### config.mk
export PLATFORM = sky130hd
export DESIGN_NAME = mem_request_queue
export DESIGN_NICKNAME = d
export VERILOG_FILES = /design/src/rtl/mem_request_queue.sv
export SDC_FILE = /design/constraint.sdc
export NUM_CORES = 1
export LEC_CHECK = 0
export BUFFER_PORTS_ARGS = -buffer_cell sky130_fd_sc_hd__buf_2
export CORE_ASPECT_RATIO = 0.5
export CORE_MARGIN = 3
export CORE_UTILIZATION = 30
export DETAILED_ROUTE_END_ITERATION = 6
export SLEW_MARGIN = 20
export SYNTH_ARGS = -nofsm -noshare
export SYNTH_HDL_FRONTEND = slang
export SYNTH_SLANG_ARGS = --single-unit
### constraint.sdc
create_clock -name clk_in -period 12.9 [get_ports clk_in]
set_clock_uncertainty 0.1 [all_clocks]
set_input_delay 0.645 -clock clk_in [delete_from_list [all_inputs] [get_ports clk_in]]
set_output_delay 0.645 -clock clk_in [all_outputs]
set_load 0.01 [all_outputs]
### src/rtl/mem_request_queue.sv
// mem_request_queue
//   Show-ahead FIFO of memory-request records. One instance serves as the
//   MSHR queue for a single outstanding L1 data-cache line: requests that
//   target the line are held in arrival order until the fill returns.
//
// Ports
//   clk_in       single clock, all state updates on the rising edge
//   rst_in       synchronous active-high reset; clears pointers and count
//   enqueue_in   push req_in at the tail
//   dequeue_in   pop the head entry
//   req_in       record to push (stored bit-exact, never interpreted)
//   cycle_count  global cycle counter; accepted, no functional effect
//   req_out      oldest entry, '0 when the queue is empty
//   empty        occupancy == 0
//   full         occupancy == QUEUE_SIZE
module mem_request_queue #(
  parameter int unsigned QUEUE_SIZE    = 16,
  parameter type         mem_request_t = logic [63:0]
) (
  input  logic         clk_in,
  input  logic         rst_in,
  input  logic         enqueue_in,
  input  logic         dequeue_in,
  input  mem_request_t req_in,
  input  logic [31:0]  cycle_count,
  output mem_request_t req_out,
  output logic         empty,
  output logic         full
);

  // Counter/pointer width holds 0..QUEUE_SIZE; address width indexes storage.
  localparam int unsigned CW = $clog2(QUEUE_SIZE + 1);
  localparam int unsigned AW = (QUEUE_SIZE > 1) ? $clog2(QUEUE_SIZE) : 1;
  localparam logic [CW-1:0] LAST  = CW'(QUEUE_SIZE - 1);
  localparam logic [CW-1:0] DEPTH = CW'(QUEUE_SIZE);

  mem_request_t mem_q [QUEUE_SIZE];

  logic [CW-1:0] head_q, head_d;
  logic [CW-1:0] tail_q, tail_d;
  logic [CW-1:0] count_q, count_d;

  logic do_enq;
  logic do_deq;

  // Kept only so the counter input has a sink; it never reaches an output.
  logic unused_cycle_count;
  assign unused_cycle_count = ^cycle_count;

  assign empty = (count_q == '0);
  assign full  = (count_q == DEPTH);

  // A pop is never granted on an empty queue, so there is no bypass path.
  // A push into a full queue is granted only when the head frees a slot
  // in the same cycle.
  assign do_deq = dequeue_in && !empty;
  assign do_enq = enqueue_in && (!full || dequeue_in);

  always_comb begin
    head_d  = head_q;
    tail_d  = tail_q;
    count_d = count_q;
    if (do_deq) begin
      head_d = (head_q == LAST) ? '0 : head_q + CW'(1);
    end
    if (do_enq) begin
      tail_d = (tail_q == LAST) ? '0 : tail_q + CW'(1);
    end
    unique case ({do_enq, do_deq})
      2'b10:   count_d = count_q + CW'(1);
      2'b01:   count_d = count_q - CW'(1);
      default: count_d = count_q;
    endcase
  end

  always_ff @(posedge clk_in) begin
    if (rst_in) begin
      head_q  <= '0;
      tail_q  <= '0;
      count_q <= '0;
    end else begin
      head_q  <= head_d;
      tail_q  <= tail_d;
      count_q <= count_d;
    end
  end

  // Storage is not reset; stale contents are masked by the count.
  always_ff @(posedge clk_in) begin
    if (!rst_in && do_enq) begin
      mem_q[tail_q[AW-1:0]] <= req_in;
    end
  end

  assign req_out = empty ? '0 : mem_q[head_q[AW-1:0]];

endmodule

# Word-level counts from Yosys, hierarchy flattened
# Memories as Yosys holds them, arrays and structs flattened. A register that Yosys moved wholly into a read port is not among the register bits.
# Index checks and enable logic that the tools add are counted.
# totals
ff_bits	15
ram_bits	1024
n_memories	1
in_bits	100
out_inout_bits	66
word_cells	30
# mem_list
name	words	word_bits	rd	rd_clocked_by_memory_dff	wr	line_no	text
mem_q	16	64	1	1	1	37	mem_request_t mem_q [QUEUE_SIZE];
# classes
add_sub_neg	4
mux	8
reduce_logical	9
eq_ne	5
# ops
op	n
two-way mux 64 bit	1
adder 5 x 1 -> 5 bit (second input constant)	3
== test 5 x 4 -> 1 bit (second input constant)	2
two-way mux 5 bit	2
one-hot mux 5 bit (2 select lines)	1
two-way mux 4 bit	2
== test 5 bit (second input constant)	1
zero test 5 bit	1
subtractor 5 x 1 -> 5 bit (second input constant)	1
logical AND 1 bit	3
zero test 1 bit	3
== test 2 x 1 -> 1 bit (second input constant)	1
== test 2 bit (second input constant)	1
two-way mux 1 bit	2
nonzero test 2 bit	1
logical OR 1 bit	1

# Depth between registers and ports, before layout
# depth
ltp_word	7
depth_mapped	10

# Worst setup path before layout
# Ideal clock, no wire load.
# synth_path
path_type	in2reg
start	input port dequeue_in
end	memory mem_q[15][0] (netlist name) (enable)
setup_slack_ns	6.852
t_arrival_ns	5.383
setup_time_ns	0.565
n_path_buf	1
cell_stages	4
path_cell_list	nand2b_1 > o21ai_2 > buf_4 > nor3_1
# synth_via
elab_chain_len	5
# synth_rtl
item	line_no	text
start, declared	23	input logic dequeue_in,
logical OR 1 bit	57	assign do_enq = enqueue_in && (!full || dequeue_in);
logical AND 1 bit	57	
logical AND 1 bit	90	if (!rst_in && do_enq) begin
two-way mux 1 bit	90	
two-way mux 1 bit (implied by the code)	91	mem_q[tail_q[AW-1:0]] <= req_in;
end, declared	37	
# Every way passes these cells.

==> flow_metrics.py <==
metrics = {
    "floorplan": {
        "io_pins": 166,
        "die_y_um": 263.6,
        "start_util_pct": 30.57,
        "die-area_sq_um": 137400,
        "die_w_um": 521.1,
        "fp.coreArea_sq_um": 130200,
        "rows": 93,
    },
    "power_and_ir_drop": {
        "p_leak_nw": 13.81,
        "pwr_density_cell_nw_per_um2": 173.0,
        "ir_worst_vdd_uv": 134.6,
    },
    "yosys": {
        "async_flop_share_pct": 0,
        "synthFlopType": "edfxtp_1",
        "yosys-top-cells-area": "edfxtp_1 77%, mux4_2 14%, mux2i_1 1.7%, a221o_1 1.6%, dfxtp_1 0.96%",
        "synth_most_common_cell": "edfxtp_1",
        "synth_edf_count": 1024,
        "yosysTopAreaCell": "edfxtp_1",
        "seq_area_frac_synth_pct": 78.21,
        "yosysUniqueCellTypes": 49,
        "netlist_instances": 1696,
        "synthTopCellsByCount": "1024 x edfxtp_1, 255 x mux4_2, 68 x mux2i_1",
        "syn_avg_cell_area_sq_um": 23.47,
        "syn-num-nets": 1806,
        "yosysWarnings": 0,
        "synth_top_area_share_pct": 77.25,
        "ys_ff_latch": 1043,
        "netlist_area_sq_um": 39800,
    },
    "setup_path": {
        "cp_max_fo": 127,
        "end_kind": "output port",
        "r2r_slack_ps": 9110,
        "ff2ff_path_depth": 5,
        "worst_setup_path_start_kind": "flop",
        "path_class": "flop to output port",
        "required_ps": 12150,
        "crit_arrival_ps": 4570,
        "r2r_start": "count_q[0]",
        "r2r-end": "mem_q[10][36]",
    },
    "clock_network": {
        "cts_tree": "done",
        "clk_pin_slew_ps": 60,
        "h-tree-depth": 3,
        "cts_buffers": 101,
        "cts_setup_buffers": 0,
        "clockBufferDepth": 3,
        "root_buffer": "clkbuf_16",
        "clkLatencyLatePin_ps": 640,
        "cts-resized-gates": 0,
        "cts_hold_buf": 0,
        "clock-sinks": 1043,
    },
    "hold_path": {
        "hold_depth": 2,
        "min_from": "rst_in",
        "min_to": "count_q[1]",
        "hold_class": "primary input to flop",
    },
    "place": {
        "port_buffers": 133,
        "preCtsSetupSlack_ps": 8113,
        "gp_congestion": 0.7142,
        "dp_hpwl_mm": 44.59,
    },
    "global_route": {
        "gr-usage-all-layers_pct": 12.92,
        "grt_overflow_total": 0,
        "grt_pass1_wl_mm": 131.4,
        "use_met1_pct": 17.64,
        "top_usage_layer": "met2",
        "use_met2_pct": 21.38,
        "grt_pass1_vias": 19130,
        "grt_max_degree": 128,
        "gr-usage-met3_pct": 2.125,
        "antenna_found_initial": 14,
    },
    "timing": {
        "maxSlewViolCount": 0,
        "finalSetupViolCount": 0,
        "fin_ws_ps": 7588,
        "tns_ps": 0,
        "hold_ws_ps": 231.7,
        "worst_pin_slew_ps": 1050,
        "timing.fmax_mhz": 188.2,
        "finalCritPeriodShare_pct": 41.18,
        "hold_viol": 0,
        "rsz0062_at_grt": "false",
        "relSlewSlack_pct": 29.86,
        "fin_crit_ps": 5312,
    },
    "final_layout": {
        "fin_util_pct": 35.09,
        "area_growth_syn_to_layout_pct": 14.77,
        "final_layout_size_suffix_gt1_share_pct": 30.26,
        "final_nets": 1989,
    },
    "route": {
        "ant_nets": 0,
        "vias": 18301,
        "routedWlPerCell_um": 24.19,
        "drt-vias-per-instance": 4.913,
        "dr.pass1.iters": 5,
        "drt_iter0_drc": 1619,
        "drc": 0,
        "drt-total-wl_mm": 90.11,
    },
    "job": {
        "drv_cap": 0,
    },
    "run_status": {
        "status": "complete, no violations",
    },
}
-- placed cells by master, fill, tap and decap left out, types with 9 or more instances in the layout --
master / count
ha_1: 9
mux4_2: 255
clkbuf_16: 103
clkinv_2: 17
dfxtp_1: 15
nor3_1: 63
nor2_1: 11
clkinv_1: 30
mux2i_1: 68
edfxtp_1: 1024
buf_4: 42
nor2_4: 13
clkbuf_1: 24
a221o_1: 63
buf_2: 133
-- how the worst max path moves through the flow --
stage,slack (ps),end,startpoint
after CTS,7420,req_out[37],flop
after detailed placement,8110,req_out[37],flop
after global placement,8090,req_out[37],flop
after global routing,7230,req_out[37],flop
final,7590,req_out[37],flop
after floorplan,6850,mem_q[15][0],dequeue_in
-- where the power goes --
| part | switching (mW) | leakage [nW] | internal [mW] |
|---|---|---|---|
| Sequential | 0.0389 | 9.38 | 3.76 |
| Combinational | 0.754 | 2.93 | 0.581 |
| Clock | 1.21 | 1.50 | 1.56 |
-- logic make-up after synthesis --
group / synth area share, %
AO/OA/AOI/OAI: 1.999
buffers and inverters: 1.609
adder cells (fa/ha/maj): 0.3332
XOR/XNOR: 0.1320
multiplexers: 16.14
flip-flops: 78.21
AND/OR/NAND/NOR: 1.578
-- flip-flops by register name, summed over array words and instances, names as in the netlist, named ones only --
register / flops
mem_q: 1024
head_q: 5
tail_q: 5
count_q: 5
-- critical path, stage by stage, from the launching register on --
cell,delay [ps]
dfxtp_4,750
buf_12,660
buf_4,870
mux4_2,610
mux2i_1,180
nor3_1,70
a221o_1,330
buf_2,160
-- layout make-up --
cell class                      instances  area [sq um]
Tap cell                             1757          2198
Antenna cell                            8         20.02
Clock inverter                         57         419.2
Timing Repair Buffer                  178          1056
Fill cell                           11899         84520
Multi-Input combinational cell        547          8148
Clock buffer                          127          2668
Inverter                                8         30.03
Sequential cell                      1043         31140
-- stage by stage --
step / area [sq um] / std cells / total power, mW
finish: 45680 / 3725 / 7.901
global route: 45670 / 3720 / 8.209
CTS: 45610 / 3715 / 7.999
detailed placement: 42520 / 3531 / 5.241
global placement: 42520 / 3531 / 5.243
floorplan: 39800 / 1696 / 4.789
-- per-layer routing --
| metal | part of all wire (%) | wire length, um | vias up |
|---|---|---|---|
| li1 | - | - | 7700 |
| met1 | 43 | 39060 | 9939 |
| met2 | 49 | 44170 | 528 |
| met3 | 5.4 | 4825 | 134 |
| met4 | 2.3 | 2055 | 0 |
| met5 | 0 | 0 | - |
Note: power is estimated with default switching activity, not from simulation.
